<file path="config.mk">
export PLATFORM = sky130hd
export DESIGN_NAME = sync_arith_driver
export DESIGN_NICKNAME = d
export VERILOG_FILES = /design/src/rtl/sync_arith_pkg.sv /design/src/rtl/sync_arith_driver_status_check.sv /design/src/rtl/sync_arith_driver.sv
export SDC_FILE = /design/constraint.sdc
export NUM_CORES = 1
export LEC_CHECK = 0
export ABC_AREA = 1
export ABC_CLOCK_PERIOD_IN_PS = 5800
export CAP_MARGIN = 20
export CORE_MARGIN = 5
export CORE_UTILIZATION = 30
export DETAILED_ROUTE_END_ITERATION = 10
export SLEW_MARGIN = 0
export SYNTH_ARGS = -nofsm -noshare
export SYNTH_HDL_FRONTEND = slang
export SYNTH_SLANG_ARGS = --single-unit
</file>
<file path="constraint.sdc">
create_clock -name i_clk -period 5.8 [get_ports i_clk]
set_clock_uncertainty 0.15 [all_clocks]
set_input_delay 0.58 -clock i_clk [delete_from_list [all_inputs] [get_ports i_clk]]
set_output_delay 0.58 -clock i_clk [all_outputs]
set_load 0.005 [all_outputs]
</file>
<file path="src/rtl/sync_arith_pkg.sv">
// -----------------------------------------------------------------------------
// sync_arith_pkg
// Shared definitions for the synchronous arithmetic unit driver:
//   - op code constants driven onto the arithmetic unit
//   - bit positions inside the 4-bit status word
//   - driver FSM state encoding
// -----------------------------------------------------------------------------
package sync_arith_pkg;

   localparam logic [1:0] OP_KONW  = 2'b00;
   localparam logic [1:0] OP_PORO  = 2'b01;
   localparam logic [1:0] OP_USTAW = 2'b10;
   localparam logic [1:0] OP_PRZES = 2'b11;

   localparam int ST_ERROR         = 3;
   localparam int ST_NOT_EVEN_ZERO = 2;
   localparam int ST_ZEROS         = 1;
   localparam int ST_OVERFLOW      = 0;

   typedef enum logic [1:0] {
      IDLE  = 2'd0,
      ISSUE = 2'd1,
      WAIT  = 2'd2,
      RESP  = 2'd3
   } drv_state_t;

endpackage

</file>
<file path="src/rtl/sync_arith_driver_status_check.sv">
// -----------------------------------------------------------------------------
// status_check
// Combinational consistency check of an arithmetic-unit status word against
// the result it accompanies.
// Ports:
//   i_result   : BITS-wide result
//   i_status   : {ERROR, NOT_EVEN_ZERO, ZEROS, OVERFLOW}
//   o_mismatch : 1 when ZEROS, NOT_EVEN_ZERO or OVERFLOW disagree with result
// ERROR is not part of the check.
// -----------------------------------------------------------------------------
module status_check
   import sync_arith_pkg::*;
#(
   parameter int BITS   = 12,
   parameter int STAT_W = 4
) (
   input  logic signed [BITS-1:0]   i_result,
   input  logic        [STAT_W-1:0] i_status,
   output logic                     o_mismatch
);

   logic w_zero;
   logic w_odd_zeros;
   logic w_unused;

   assign w_zero      = (i_result == '0);
   // Parity of the inverted word is 1 when the number of 0-bits is odd.
   assign w_odd_zeros = ^(~i_result);

   assign o_mismatch = (i_status[ST_ZEROS] != w_zero)
                     | (i_status[ST_NOT_EVEN_ZERO] != w_odd_zeros)
                     | i_status[ST_OVERFLOW];

   assign w_unused = i_status[ST_ERROR];

endmodule

</file>
<file path="src/rtl/sync_arith_driver.sv">
// -----------------------------------------------------------------------------
// sync_arith_driver
// Initiator-side sequencer for the synchronous arithmetic unit. Accepts a
// command, drives it to the unit, waits LAT cycles, captures and checks the
// result/status and returns a tagged response.
// Ports:
//   i_clk, i_reset                  : clock, async active-high reset
//   i_cmd_valid/o_cmd_ready         : command handshake
//   i_cmd_op, i_cmd_A, i_cmd_B      : command payload
//   o_alu_A, o_alu_B, o_alu_op      : registered operands/op to the unit
//   i_alu_result, i_alu_status      : unit outputs, sampled at capture edge
//   o_rsp_valid/i_rsp_ready         : response handshake
//   o_rsp_result/status/op/tag      : captured response payload
//   o_rsp_mismatch                  : status inconsistent with result
//   o_err_count                     : saturating count of ERROR responses
//   o_busy                          : FSM not in IDLE
// -----------------------------------------------------------------------------
module sync_arith_driver
   import sync_arith_pkg::*;
#(
   parameter int BITS   = 12,
   parameter int OP_W   = 2,
   parameter int STAT_W = 4,
   parameter int LAT    = 1,
   parameter int CNT_W  = 8
) (
   input  logic                     i_clk,
   input  logic                     i_reset,
   input  logic                     i_cmd_valid,
   output logic                     o_cmd_ready,
   input  logic        [OP_W-1:0]   i_cmd_op,
   input  logic signed [BITS-1:0]   i_cmd_A,
   input  logic signed [BITS-1:0]   i_cmd_B,
   output logic signed [BITS-1:0]   o_alu_A,
   output logic signed [BITS-1:0]   o_alu_B,
   output logic        [OP_W-1:0]   o_alu_op,
   input  logic signed [BITS-1:0]   i_alu_result,
   input  logic        [STAT_W-1:0] i_alu_status,
   output logic                     o_rsp_valid,
   input  logic                     i_rsp_ready,
   output logic signed [BITS-1:0]   o_rsp_result,
   output logic        [STAT_W-1:0] o_rsp_status,
   output logic        [OP_W-1:0]   o_rsp_op,
   output logic        [3:0]        o_rsp_tag,
   output logic                     o_rsp_mismatch,
   output logic        [CNT_W-1:0]  o_err_count,
   output logic                     o_busy
);

   localparam int WC_W = (LAT > 1) ? $clog2(LAT) : 1;

   drv_state_t       r_state;
   drv_state_t       w_next;
   logic [WC_W-1:0]  r_wcnt;
   logic [3:0]       r_tag;
   logic [3:0]       r_cur_tag;
   logic             w_accept;
   logic             w_capture;
   logic             w_mismatch;

   status_check #(
      .BITS   (BITS),
      .STAT_W (STAT_W)
   ) u_status_check (
      .i_result   (i_alu_result),
      .i_status   (i_alu_status),
      .o_mismatch (w_mismatch)
   );

   assign w_accept  = (r_state == IDLE) && i_cmd_valid;
   assign w_capture = (r_state == WAIT) && (r_wcnt == '0);

   // Handshake outputs decode state only, so no path from i_cmd_valid.
   assign o_cmd_ready = (r_state == IDLE);
   assign o_busy      = (r_state != IDLE);
   assign o_rsp_valid = (r_state == RESP);

   always_ff @(posedge i_clk or posedge i_reset) begin
      if (i_reset) r_state <= IDLE;
      else         r_state <= w_next;
   end

   always_comb begin
      w_next = r_state;
      case (r_state)
         IDLE:    if (i_cmd_valid) w_next = ISSUE;
         ISSUE:   w_next = WAIT;
         WAIT:    if (r_wcnt == '0) w_next = RESP;
         RESP:    if (i_rsp_ready) w_next = IDLE;
         default: w_next = IDLE;
      endcase
   end

   always_ff @(posedge i_clk or posedge i_reset) begin
      if (i_reset) begin
         o_alu_A        <= '0;
         o_alu_B        <= '0;
         o_alu_op       <= '0;
         r_cur_tag      <= '0;
         r_tag          <= '0;
         r_wcnt         <= '0;
         o_rsp_result   <= '0;
         o_rsp_status   <= '0;
         o_rsp_op       <= '0;
         o_rsp_tag      <= '0;
         o_rsp_mismatch <= 1'b0;
         o_err_count    <= '0;
      end else begin
         if (w_accept) begin
            o_alu_A   <= i_cmd_A;
            o_alu_B   <= i_cmd_B;
            o_alu_op  <= i_cmd_op;
            r_cur_tag <= r_tag;
         end

         if (r_state == ISSUE)
            r_wcnt <= WC_W'(LAT - 1);
         else if ((r_state == WAIT) && (r_wcnt != '0))
            r_wcnt <= r_wcnt - 1'b1;

         // o_rsp_* only move here, so they are frozen for the whole RESP phase.
         if (w_capture) begin
            o_rsp_result   <= i_alu_result;
            o_rsp_status   <= i_alu_status;
            o_rsp_op       <= o_alu_op;
            o_rsp_tag      <= r_cur_tag;
            o_rsp_mismatch <= w_mismatch;
            r_tag          <= r_tag + 4'd1;
            if (i_alu_status[ST_ERROR] && (o_err_count != '1))
               o_err_count <= o_err_count + 1'b1;
         end
      end
   end

endmodule

</file>
* Yosys cells after proc, flatten, opt, wreduce, memory -nomap -nowiden
Index checks and enable logic that the tools add are counted.
** Word-level totals
- Bits in registers :: 68
- Bits in latches :: 0
- RAM bits :: 0
- Memory bits (read-only) :: 0
- Output and inout port bits :: 60
- Memories :: 0
** Cells by class
- Add/subtract/negate cells :: 3
- $mul :: 0
- Div/mod/pow operators :: 0
- $lt $le $gt $ge :: 0
- Eq/ne operators :: 9
- Shift-type cells :: 0
- Mux-type cells :: 6
- Bitwise gates (word level) :: 4
- Reductions and logical operators :: 11
** Operators with widths (count)
- $logic_not A12 Y1 :: 1
- $not A12 Y12 :: 1
- $reduce_xor A12 Y1 :: 1
- $add A8 B1 Y8 const B :: 1
- $ne A8 B8 Y1 const B :: 1
- $pmux W2 S4 :: 1
- $mux W2 :: 3
- $add A4 B1 Y4 const B :: 1
- $eq A2 B2 Y1 const B :: 2
- $logic_and A1 B1 Y1 :: 4
- $ne A2 B2 Y1 const B :: 2
- $reduce_bool A2 Y1 :: 2
- $reduce_and A3 Y1 :: 1
- $eq A2 B1 Y1 const B :: 1
- $logic_not A2 Y1 :: 1
- $mux W1 :: 2
- $ne A1 B1 Y1 :: 2
- $ne A2 B1 Y1 const B :: 1
- $or A1 B1 Y1 :: 2
- $reduce_and A2 Y1 :: 1
- $not A1 Y1 :: 1
- $sub A1 B1 Y1 const B :: 1

* Logic depth before layout (Yosys ltp)
Gate-level depths: netlist of the first run.
- Depth after elaboration :: 5
- Mapped depth :: 12
- Gate-level depth less buffers :: 12

* Hierarchy
A second synthesis of the first run with hierarchy kept.
** Second synthesis, totals
- Cells, all modules :: 337
- Area, all modules :: 3251.9 µm²
** Modules (own cells, without submodules)
- sync_arith_driver :: instances 1, cells each 274, area each 2956.6 µm²
- status_check :: instances 1, cells each 63, area each 295.3 µm²

* Worst setup path after synthesis of the first run
OpenSTA, ideal clock, no wires.
- Path type :: input port to flip-flop
- From :: in i_alu_result[4]
- To :: reg o_rsp_mismatch
- Arrival :: 1400 ps
- Path slack :: 4137 ps
- Stages on the path :: 12
- Path buffers :: 0
- Cell sequence :: inv_1 -> ha_1 -> inv_1 -> nand2_1 -> nand2_1 -> inv_1 -> nand2_1 -> nand2_1 -> nand2_1 -> nand3_1 -> nand2_1 -> inv_1
** On the way
- Longest elaborated chain between the ends :: 5
** Ends and longest elaborated chain
- start: declaration :: line sync_arith_driver.sv:37 : input logic signed [BITS-1:0] i_alu_result,
- $not A12 Y12 :: line sync_arith_driver_status_check.sv:28 : assign w_odd_zeros = ^(~i_result);
- $reduce_xor A12 Y1 :: line sync_arith_driver_status_check.sv:28
- $ne A1 B1 Y1 :: line sync_arith_driver_status_check.sv:31 : | (i_status[ST_NOT_EVEN_ZERO] != w_odd_zeros)
- $or A1 B1 Y1 (*) :: line sync_arith_driver_status_check.sv:31
- $or A1 B1 Y1 (*) :: line sync_arith_driver_status_check.sv:32 : | i_status[ST_OVERFLOW];
- end signal: assignment :: line sync_arith_driver.sv:127 : o_rsp_mismatch <= w_mismatch;
- end: declaration :: line sync_arith_driver.sv:45 : output logic o_rsp_mismatch,
Mark *: on every way between the ends. The rest lies on a longest branch, timed or not.
A chain may end at the register's enable or synchronous reset.

* Worst setup path after layout of the first run
- From :: reg r_state[0]
- To :: out o_busy
** On the way
- Longest elaborated chain between the ends :: 1
** Ends and longest elaborated chain
- start: declaration :: line sync_arith_driver.sv:52 : drv_state_t r_state;
- start signal: assignment :: line sync_arith_driver.sv:80 : else r_state <= w_next;
- $reduce_bool A2 Y1 :: line sync_arith_driver.sv:75 : assign o_busy = (r_state != IDLE);
- end: declaration :: line sync_arith_driver.sv:47 : output logic o_busy
No other way between the ends.

==> results by group, run 1 <==
STA
  – Max Fclk: 411 MHz
  – RSZ-0062 raised after global routing: no
  – Slew headroom: 42.0%
  – Setup TNS: 0 ps
  – # setup viols final: 0
  – Min Tclk post-route: 2440 ps
  – Final period utilization: 42.0%
  – Worst Tran Pin Value: 870 ps
  – Count of final hold-check violations: 0
  – Pins Over Slew Limit: 0

Detailed routing
  – First DRT Iteration DRCs: 85
  – Vias per std cell: 4.24
  – Drt first pass iters: 4
  – Post-route ant nets: 0
  – Routed vias: 2335
  – Final wirelength: 6960 um
  – # DRC: 0
  – DR WL/cell: 12.6 um

Clocking
  – CTS sink count: 68
  – Hold buffers post-CTS: 0
  – CTS tree: done
  – Post-cts repair resize count: 0
  – # Post-CTS Setup Buffers: 0
  – Worst-Skew Late Latency: 350 ps
  – Root buffer cell: clkbuf_8
  – Longest Clk Path Bufs: 2
  – TritonCTS Buffers: 9
  – Clk slew on worst S/H paths: 90 ps
  – H-tree Lvls: 3

Worst setup path
  – Worst Path Max Fanout: 4
  – Critical Path End Type: output pin
  – Setup CP Type: reg2out
  – Worst EP required: 5070 ps
  – CP arrival: 1710 ps
  – Setup crit start kind: flip-flop

Floorplanning
  – Core area: 9860 um^2
  – Initial Util: 31.0%
  – Die Y: 111 um
  – Site Rows: 36
  – # IOs: 106
  – DIE WIDTH: 111 um
  – Die ar.: 12300 um^2

Placement
  – PortBufs: 105
  – Placed Area: 4240 um^2
  – Post-DP HPWL: 4990 um
  – Placed Cells: 535
  – Global placer's final weighted congestion: 0.770

Global routing
  – Pin count of the biggest net entering global routing: 69
  – Initial antenna violation count: 0
  – First-pass GRT wire length: 11800 um
  – Gr usage total: 11.8%
  – Vias in the first global route: 2369
  – Total gr overflow: 0

Power and ir drop
  – Power per cell area: 481 nW/um^2
  – Static Leak: 2.11 nW
  – Worst vdd ir: 173 uV

Synthesis
  – Distinct cells, synth: 28
  – Syn Nets: 361
  – Synth Register Bits: 68
  – Synthesized area per cell: 10.1 um^2
  – Post-synthesis sequential area ratio: 55.6%
  – Synthesized area: 3060 um^2
  – Gate Count Post-Synth: 303
  – Synthesis warning total: 0

Min path
  – Hold crit path type: reg2reg

Final layout
  – Most frequent cells in the layout: 105 x clkdlybuf4s50_1, 82 x nand2_1, 68 x dfrtp_1
  – Util after Layout: 45.1%
  – Antenna diode count: 0
  – Post-route cell area: 4450 um^2
  – Fill cells: 929
  – Layout net count: 471
  – Share of layout cells above drive strength 1: 11.5%
  – Commonest non-fill, non-tap cell in the layout: clkdlybuf4s50_1
  – Fin cells: 551
  – Area Overhead vs Synth: 45.3%

Outcome
  – Status: finished clean

Flow run
  – Max-cap violations: 0
[worst max-delay path: stages, from the launching register on]
cell             delay (ps)
dfrtp_1                 380
inv_1                    80
ha_1                    270
inv_1                   110
clkdlybuf4s50_1         520
[layer usage]
metal	vias to the layer above	global-route usage, %	wire, um
met1	1087	14.4	3080
met2	64	19.2	3360
met3	9	4.37	415
met5	-	0	0
met4	0	4.19	97
li1	1175	-	-
[cell usage after synthesis]
| master | number | share of area [%] |
|---|---|---|
| nand2_2 | 3 | 0.61 |
| xor2_1 | 6 | 1.7 |
| o21ai_1 | 1 | 0.16 |
| buf_6 | 2 | 0.74 |
| xnor2_1 | 3 | 0.86 |
| nand4_1 | 1 | 0.20 |
| inv_4 | 2 | 0.41 |
| nor2_2 | 1 | 0.20 |
| nand3b_2 | 1 | 0.37 |
| mux2_1 | 7 | 2.6 |
| nand2_1 | 82 | 10 |
| nor3_2 | 1 | 0.33 |
| inv_1 | 39 | 4.8 |
| dfrtp_1 | 68 | 56 |
| nor2_1 | 10 | 1.2 |
| o21ai_0 | 22 | 3.6 |
| mux2_2 | 19 | 7.0 |
| ha_1 | 12 | 4.9 |
| nand4_2 | 1 | 0.41 |
| o22ai_1 | 1 | 0.20 |
| a21oi_1 | 5 | 0.82 |
| nor3_1 | 2 | 0.33 |
| nand3_4 | 1 | 0.57 |
| or2_0 | 1 | 0.20 |
| clkbuf_1 | 2 | 0.25 |
| nor2_4 | 1 | 0.37 |
| nand3_1 | 6 | 0.98 |
| buf_2 | 3 | 0.49 |
[power breakdown]
group	switching (mW)	internal [mW]	total [mW]
Sequential	0.128	0.696	0.824
Combinational	0.366	0.539	0.905
Clock	0.204	0.206	0.409
[registers in the layout (all words and copies together) (netlist names)]
name	count
o_rsp_status	4
o_rsp_tag	4
r_wcnt	1
o_rsp_op	2
o_err_count	8
o_alu_op	2
r_tag	4
r_cur_tag	4
o_rsp_mismatch	1
o_alu_B	12
r_state	2
o_alu_A	12
o_rsp_result	12
[stage by stage]
step,worst slack [ps],total power [mW],hold slack [ps]
finish,3360,2.14,318
global route,3230,2.32,342
CTS,3310,2.19,319
detailed placement,3450,1.76,310
global placement,3510,1.74,302
floorplan,3360,1.24,292
[worst paths after layout]
path | startpoint | end | slack (ps) | depth (start not counted)
min in group asynchronous | i_reset | o_err_count[6] | 670 | 3
max | r_state[0] | o_busy | 3360 | 4
min reg2reg | r_cur_tag[0] | o_rsp_tag[0] | 320 | 2
max reg2reg | r_state[0] | o_err_count[2] | 3640 | 7
min | r_cur_tag[0] | o_rsp_tag[0] | 320 | 2
max in group asynchronous | i_reset | r_tag[3] | 4270 | 3
[cell families after synthesis]
group / after synthesis / share of synthesized area [%]
mux: 26 / 9.57
fa+ha+maj: 12 / 4.91
xor+xnor: 9 / 2.58
compound gates: 29 / 4.79
flops: 68 / 55.6
simple gates: 111 / 15.9
buf+inv: 48 / 6.67
[layout make-up]
cell class | count | area [um^2] | share of cell area (%)
clock buffers | 9 | 124 | 2.79
clock inverters | 7 | 82.6 | 1.86
inverters | 41 | 159 | 3.57
multi-input cells | 187 | 1150 | 26.0
flip-flops and latches | 68 | 1700 | 38.3
well taps | 133 | 166 | 3.74
repair buffers | 106 | 1060 | 23.8
Note: power is estimated with default switching activity, not from simulation.
==> run 2, diff against run 1 <==
--- a/config.mk
+++ b/config.mk
@@ -6,7 +6,7 @@
 export NUM_CORES = 1
 export LEC_CHECK = 0
 export ABC_AREA = 1
-export ABC_CLOCK_PERIOD_IN_PS = 5800
+export ABC_CLOCK_PERIOD_IN_PS = 2500
 export CAP_MARGIN = 20
 export CORE_MARGIN = 5
 export CORE_UTILIZATION = 30
==> constraint.sdc (replaced) <==
create_clock -name i_clk -period 2.5 [get_ports i_clk]
set_clock_uncertainty 0.15 [all_clocks]
set_input_delay 0.25 -clock i_clk [delete_from_list [all_inputs] [get_ports i_clk]]
set_output_delay 0.25 -clock i_clk [all_outputs]
set_load 0.005 [all_outputs]
==> run 2 against run 1 <==
Compared with the run above: via count down 0.13%; combinational power grew 130%; utilization increased by 0.39 points; sequential power increased by 130%; sequential cell count unchanged; count of clock-buffer cells in the layout rose by 1; non-clock buffer count rose by 3; sequential share of layout area fell by 0.33 points; worst hold slack lost 160 ps.
==> results by group, run 2 (same netlist as run 1, synthesis figures left out) <==
Floorplanning
  – Core area: 9860 um^2 (unchanged)
  – DIE WIDTH: 111 um (unchanged)
  – Die Y: 111 um (unchanged)
  – # IOs: 106 (unchanged)
  – Initial Util: 31.0% (unchanged)
  – Site Rows: 36 (unchanged)
  – Die ar.: 12300 um^2 (unchanged)

Detailed routing
  – Routed vias: 2332 (was 2335)
  – Final wirelength: 7100 um (was 6960 um)
  – DR WL/cell: 12.8 um (was 12.6 um)
  – Drt first pass iters: 4 (unchanged)
  – First DRT Iteration DRCs: 43 (was 85)
  – # DRC: 0 (unchanged)
  – Vias per std cell: 4.21 (was 4.24)
  – Post-route ant nets: 0 (unchanged)

Worst setup path
  – CP max stage delay: 520 ps (about the same)
  – Internal reg-to-reg setup slack: 590 ps (was 3640 ps)
  – Most used cell, CP: inv_1 (unchanged)
  – Worst EP required: 2100 ps (was 5070 ps)
  – Worst-path cell chain: inv_1 -> ha_1 -> inv_1 -> clkdlybuf4s50_1 (unchanged)
  – Critical Path End Type: output pin (unchanged)
  – Setup crit start kind: flip-flop (unchanged)
  – CP arrival: 1670 ps (was 1710 ps)
  – R2R Path End: o_alu_A[7] (was o_err_count[2])
  – CP Capture Point: o_busy (unchanged)
  – Worst Path Max Fanout: 4 (unchanged)
  – RR Startpoint: r_state[0] (unchanged)
  – R2R cell count: 4 (was 7)
  – Setup CP Type: reg2out (unchanged)
  – Worst Setup SP: r_state[0] (unchanged)
  – Critical-path top delay cell: clkdlybuf4s50_1 (unchanged)

Power and ir drop
  – Static Leak: 2.13 nW (was 2.11 nW)
  – Design Power: 4.98 mW (was 2.14 mW)
  – Worst vdd ir: 394 uV (was 173 uV)
  – Power per cell area: 1110 nW/um^2 (was 481 nW/um^2)

Final layout
  – Fill cells: 945 (was 929)
  – Share of layout cells above drive strength 1: 12.1% (was 11.5%)
  – Layout net count: 474 (was 471)
  – Biggest regs: o_alu_A: 12 flops, o_alu_B: 12 flops, o_rsp_result: 12 flops (unchanged)
  – Commonest non-fill, non-tap cell in the layout: clkdlybuf4s50_1 (unchanged)
  – Area Overhead vs Synth: 46.6% (was 45.3%)
  – Util after Layout: 45.5% (was 45.1%)
  – Most frequent cells in the layout: 105 x clkdlybuf4s50_1, 82 x nand2_1, 68 x dfrtp_1 (unchanged)
  – Antenna diode count: 0 (unchanged)

Clocking
  – CTS sink count: 68 (unchanged)
  – Clk slew on worst S/H paths: 80 ps (was 90 ps)
  – Root buffer cell: clkbuf_8 (unchanged)
  – Worst-Skew Late Latency: 340 ps (was 350 ps)
  – Longest Clk Path Bufs: 2 (unchanged)
  – H-tree Lvls: 3 (unchanged)
  – Post-cts repair resize count: 0 (unchanged)
  – CTS tree: done (unchanged)
  – # Post-CTS Setup Buffers: 0 (unchanged)
  – Hold buffers post-CTS: 0 (unchanged)
  – TritonCTS Buffers: 9 (unchanged)

STA
  – Worst Tran Pin Value: 663 ps (was 870 ps)
  – Count of final hold-check violations: 0 (unchanged)
  – RSZ-0062 raised after global routing: no (unchanged)
  – # setup viols final: 0 (unchanged)
  – Max Fclk: 483 MHz
  – Setup TNS: 0 ps (unchanged)
  – Pins Over Slew Limit: 0 (unchanged)
  – Min Tclk post-route: 2070 ps
  – Slew headroom: 55.6% (was 42.0%)
  – Final period utilization: 82.8%

Flow run
  – Max-cap violations: 0 (unchanged)

Global routing
  – Initial antenna violation count: 0 (unchanged)
  – First-pass GRT wire length: 11900 um (was 11800 um)
  – Vias in the first global route: 2399 (was 2369)
  – Pin count of the biggest net entering global routing: 31 (was 69)
  – Total gr overflow: 0 (unchanged)
  – Gr usage total: 11.8% (about the same)

Placement
  – Global placer's final weighted congestion: 0.788 (was 0.770)
  – Post-DP HPWL: 5270 um (was 4990 um)
  – PortBufs: 105 (unchanged)

Min path
  – Hold crit path type: in2async (was reg2reg)

Outcome
  – Status: finished clean (unchanged)
==> run 2: cell count changes in the layout (fill, tap and decap cells not counted) <==
cell | previous run | this run
buf_12 | 0 | 1
buf_4 | 1 | 3
clkbuf_8 | 9 | 10
clkinv_4 | 0 | 3
clkinvlp_4 | 2 | 1
inv_6 | 3 | 1
inv_8 | 1 | 0
==> run 2: worst max-delay path: cells and delay by family, from the launching register on <==
family | cells | cell delay [ps]
buffers and inverters | 3 | 710
DFF | 1 | 380
adders and majority gates | 1 | 250
==> run 2: worst min-delay path by stage <==
stage                     cells after the start          from  slack (ps)            to
after global routing                          2       i_reset         200    o_alu_B[5]
after global placement                        2  r_cur_tag[0]         310  o_rsp_tag[0]
after floorplan                               1   i_cmd_A[11]         230   o_alu_A[11]
after CTS                                     2       i_reset         170   o_alu_A[11]
after detailed placement                      1      r_tag[3]         310      r_tag[3]
final                                         2       i_reset         150   o_alu_A[11]
==> run 2: layout make-up <==
class | count | area (um^2) | share of cell area [%]
flip-flops and latches | 68 | 1700 | 37.9
clock inverters | 6 | 72.6 | 1.62
inverters | 41 | 159 | 3.54
well taps | 133 | 166 | 3.71
multi-input cells | 187 | 1150 | 25.7
clock buffers | 10 | 138 | 3.07
repair buffers | 109 | 1090 | 24.4
==> run 2: where the power goes <==
group,switching (mW),total [mW],internal (mW)
Combinational,0.852,2.12,1.27
Sequential,0.299,1.91,1.61
Clock,0.452,0.948,0.497
==> run 2: per-stage QoR <==
| stage | cells | hold WS, ps | setup WS, ps | instance area (um^2) |
|---|---|---|---|---|
| 6_report | 554 | 155 | 429 | 4480 |
| 5_1_grt | 554 | 200 | 336 | 4480 |
| 4_1_cts | 554 | 172 | 403 | 4480 |
| 3_5_place_dp | 538 | 307 | 549 | 4270 |
| 3_3_place_gp | 538 | 306 | 544 | 4270 |
| 2_1_floorplan | 303 | 232 | 388 | 3060 |
==> run 2: layer usage <==
| metal | track usage [%] | up-vias | routed length [um] |
|---|---|---|---|
| met1 | 14.5 | 1084 | 3110 |
| met5 | 0 | - | 0 |
| li1 | - | 1181 | - |
| met3 | 4.20 | 8 | 428 |
| met4 | 3.94 | 0 | 90 |
| met2 | 19.2 | 59 | 3470 |
==> run 3, diff against run 2 <==
--- a/config.mk
+++ b/config.mk
@@ -6,7 +6,7 @@
 export NUM_CORES = 1
 export LEC_CHECK = 0
 export ABC_AREA = 1
-export ABC_CLOCK_PERIOD_IN_PS = 2500
+export ABC_CLOCK_PERIOD_IN_PS = 1700
 export CAP_MARGIN = 20
 export CORE_MARGIN = 5
 export CORE_UTILIZATION = 30
==> constraint.sdc (replaced) <==
create_clock -name i_clk -period 1.7 [get_ports i_clk]
set_clock_uncertainty 0.15 [all_clocks]
set_input_delay 0.17 -clock i_clk [delete_from_list [all_inputs] [get_ports i_clk]]
set_output_delay 0.17 -clock i_clk [all_outputs]
set_load 0.005 [all_outputs]
==> run 3 against run 2 <==
Compared with the run above: clock power grew 24%; setup slack lost 360 ps; count of clock-buffer cells in the layout shrank 1; sequential cell count is the same; critical path depth shrank 3; total power grew 48%; final area grew 2.4%; largest cell class unchanged; largest power group unchanged; highest routed layer unchanged.
==> results by group, run 3 (same netlist as run 1, synthesis figures left out) <==
Worst setup path
  – Setup crit start kind: flip-flop (unchanged)
  – Worst Path Max Fanout: 6 (was 4)
  – WP buf/inv: 1 (was 3)
  – CP Capture Point: o_err_count[4] (was o_busy)
  – Cell family with most CP delay: buffers and inverters (unchanged)
  – RR Startpoint: r_state[0] (unchanged)
  – Critical Path End Type: output pin (unchanged)
  – Critical-path top delay cell: clkdlybuf4s50_1 (unchanged)
  – Internal reg-to-reg setup slack: 80 ps (was 590 ps)
  – R2R Path End: o_rsp_status[3] (was o_alu_A[7])
  – CP arrival: 1310 ps (was 1670 ps)
  – Worst path depth: 1 (was 4)
  – Worst EP required: 1380 ps (was 2100 ps)
  – CP max stage delay: 530 ps (was 520 ps)
  – Worst-path cell chain: clkdlybuf4s50_1 (was inv_1 -> ha_1 -> inv_1 -> clkdlybuf4s50_1)
  – R2R cell count: 6 (was 4)
  – Worst Setup SP: o_err_count[4] (was r_state[0])
  – Setup CP Type: reg2out (unchanged)

STA
  – Pins Over Slew Limit: 0 (unchanged)
  – # setup viols final: 0 (unchanged)
  – Worst Tran Pin Value: 387 ps (was 663 ps)
  – Final period utilization: 96.0%
  – Count of final hold-check violations: 0 (unchanged)
  – Max Fclk: 613 MHz
  – Min Tclk post-route: 1630 ps
  – RSZ-0062 raised after global routing: no (unchanged)
  – Min Hold Slack: 105 ps (was 155 ps)
  – Slew headroom: 74.2% (was 55.6%)

Detailed routing
  – Routed vias: 2369 (was 2332)
  – Final wirelength: 7140 um (was 7100 um)
  – DR WL/cell: 12.7 um (was 12.8 um)
  – Drt first pass iters: 4 (unchanged)
  – Vias per std cell: 4.22 (was 4.21)
  – # DRC: 0 (unchanged)
  – First DRT Iteration DRCs: 49 (was 43)
  – Post-route ant nets: 0 (unchanged)

Clocking
  – Longest Clk Path Bufs: 2 (unchanged)
  – Root buffer cell: clkbuf_8 (unchanged)
  – CTS sink count: 68 (unchanged)
  – Worst-Skew Late Latency: 330 ps (was 340 ps)
  – TritonCTS Buffers: 9 (unchanged)
  – Clk slew on worst S/H paths: 80 ps (about the same)
  – H-tree Lvls: 3 (unchanged)
  – CTS tree: done (unchanged)
  – Hold buffers post-CTS: 0 (unchanged)

Min path
  – Hold crit path type: in2async (unchanged)

Floorplanning
  – DIE WIDTH: 111 um (unchanged)
  – Die ar.: 12300 um^2 (unchanged)
  – Die Y: 111 um (unchanged)
  – # IOs: 106 (unchanged)
  – Initial Util: 31.0% (unchanged)
  – Site Rows: 36 (unchanged)
  – Core area: 9860 um^2 (unchanged)

Final layout
  – Util after Layout: 46.6% (was 45.5%)
  – Area Overhead vs Synth: 50.1% (was 46.6%)
  – Layout net count: 481 (was 474)
  – Most frequent cells in the layout: 102 x clkdlybuf4s50_1, 82 x nand2_1, 64 x dfrtp_1 (was 105 x clkdlybuf4s50_1, 82 x nand2_1, 68 x dfrtp_1)
  – Biggest regs: o_alu_A: 12 flops, o_alu_B: 12 flops, o_rsp_result: 12 flops (unchanged)
  – Antenna diode count: 0 (unchanged)
  – Fin cells: 561 (was 554)
  – Commonest non-fill, non-tap cell in the layout: clkdlybuf4s50_1 (unchanged)
  – Share of layout cells above drive strength 1: 16.1% (was 12.1%)

Global routing
  – Vias in the first global route: 2481 (was 2399)
  – Total gr overflow: 0 (unchanged)
  – Pin count of the biggest net entering global routing: 69 (was 31)
  – First-pass GRT wire length: 11900 um (about the same)
  – Gr usage total: 11.8% (about the same)
  – Initial antenna violation count: 0 (unchanged)

Power and ir drop
  – Design Power: 7.40 mW (was 4.98 mW)
  – Worst vdd ir: 934 uV (was 394 uV)
  – Static Leak: 2.16 nW (was 2.13 nW)
  – Power per cell area: 1610 nW/um^2 (was 1110 nW/um^2)

Placement
  – PortBufs: 105 (unchanged)
  – Post-DP HPWL: 5000 um (was 5270 um)
  – Global placer's final weighted congestion: 0.762 (was 0.788)
  – Placed Cells: 540 (was 538)

Flow run
  – Max-cap violations: 0 (unchanged)

Outcome
  – Status: finished clean (unchanged)
-- run 3: cell types whose count changed in the layout (fill, tap and decap cells not counted), moves of 3 or more --
cell             delta
buf_4               +4
clkdlybuf4s50_1     -3
dfrtp_1             -4
dfrtp_2             +4
ha_1                -3
-- run 3: layer usage --
| layer | part of all wire, % | vias to the layer above | GRT usage [%] |
|---|---|---|---|
| met5 | 0 | - | 0 |
| met1 | 43 | 1087 | 13.7 |
| met2 | 49 | 75 | 20.1 |
| met3 | 6.9 | 7 | 5.24 |
| li1 | - | 1200 | - |
| met4 | 0.98 | 0 | 3.04 |
-- run 3: what timing repair did --
action	in CTS	in global routing
gates resized for setup	11	10
gates cloned	0	1
pin swaps	0	1
setup buffers	3	1
endpoints found under the setup margin	5	14
-- run 3: how the worst min path moves through the flow --
stage	start	endpoint	slack, ps	cells past startpoint
floorplan	i_cmd_A[11]	o_alu_A[11]	150	1
global placement	r_cur_tag[0]	o_rsp_tag[0]	310	2
detailed placement	r_cur_tag[2]	o_rsp_tag[2]	310	2
CTS	i_reset	o_alu_B[11]	140	3
global route	i_reset	o_err_count[4]	120	3
finish	i_reset	o_err_count[6]	100	3
-- run 3: final cells by class --
cell class	count	area, um^2
clock buffer	9	124
clock inverter	7	51.3
fill	896	5270
inverter	41	165
multi-input combinational	188	1220
sequential	68	1710
tap	133	166
timing repair buffer	115	1160
-- run 3: stage by stage --
stage | cell area [um^2] | setup slack (ps) | setup TNS, ps
4_1_cts | 4540 | 10.8 | 0
3_3_place_gp | 4320 | -98.3 | -98.3
6_report | 4590 | 67.4 | 0
3_5_place_dp | 4320 | -124 | -124
2_1_floorplan | 3060 | 137 | 0
5_1_grt | 4590 | 3.79 | 0
-- run 3: power breakdown --
part / switching [mW] / internal [mW]
clock: 0.648 / 0.533
combinational: 1.37 / 2.04
sequential: 0.428 / 2.38
total: 2.44 / 4.95
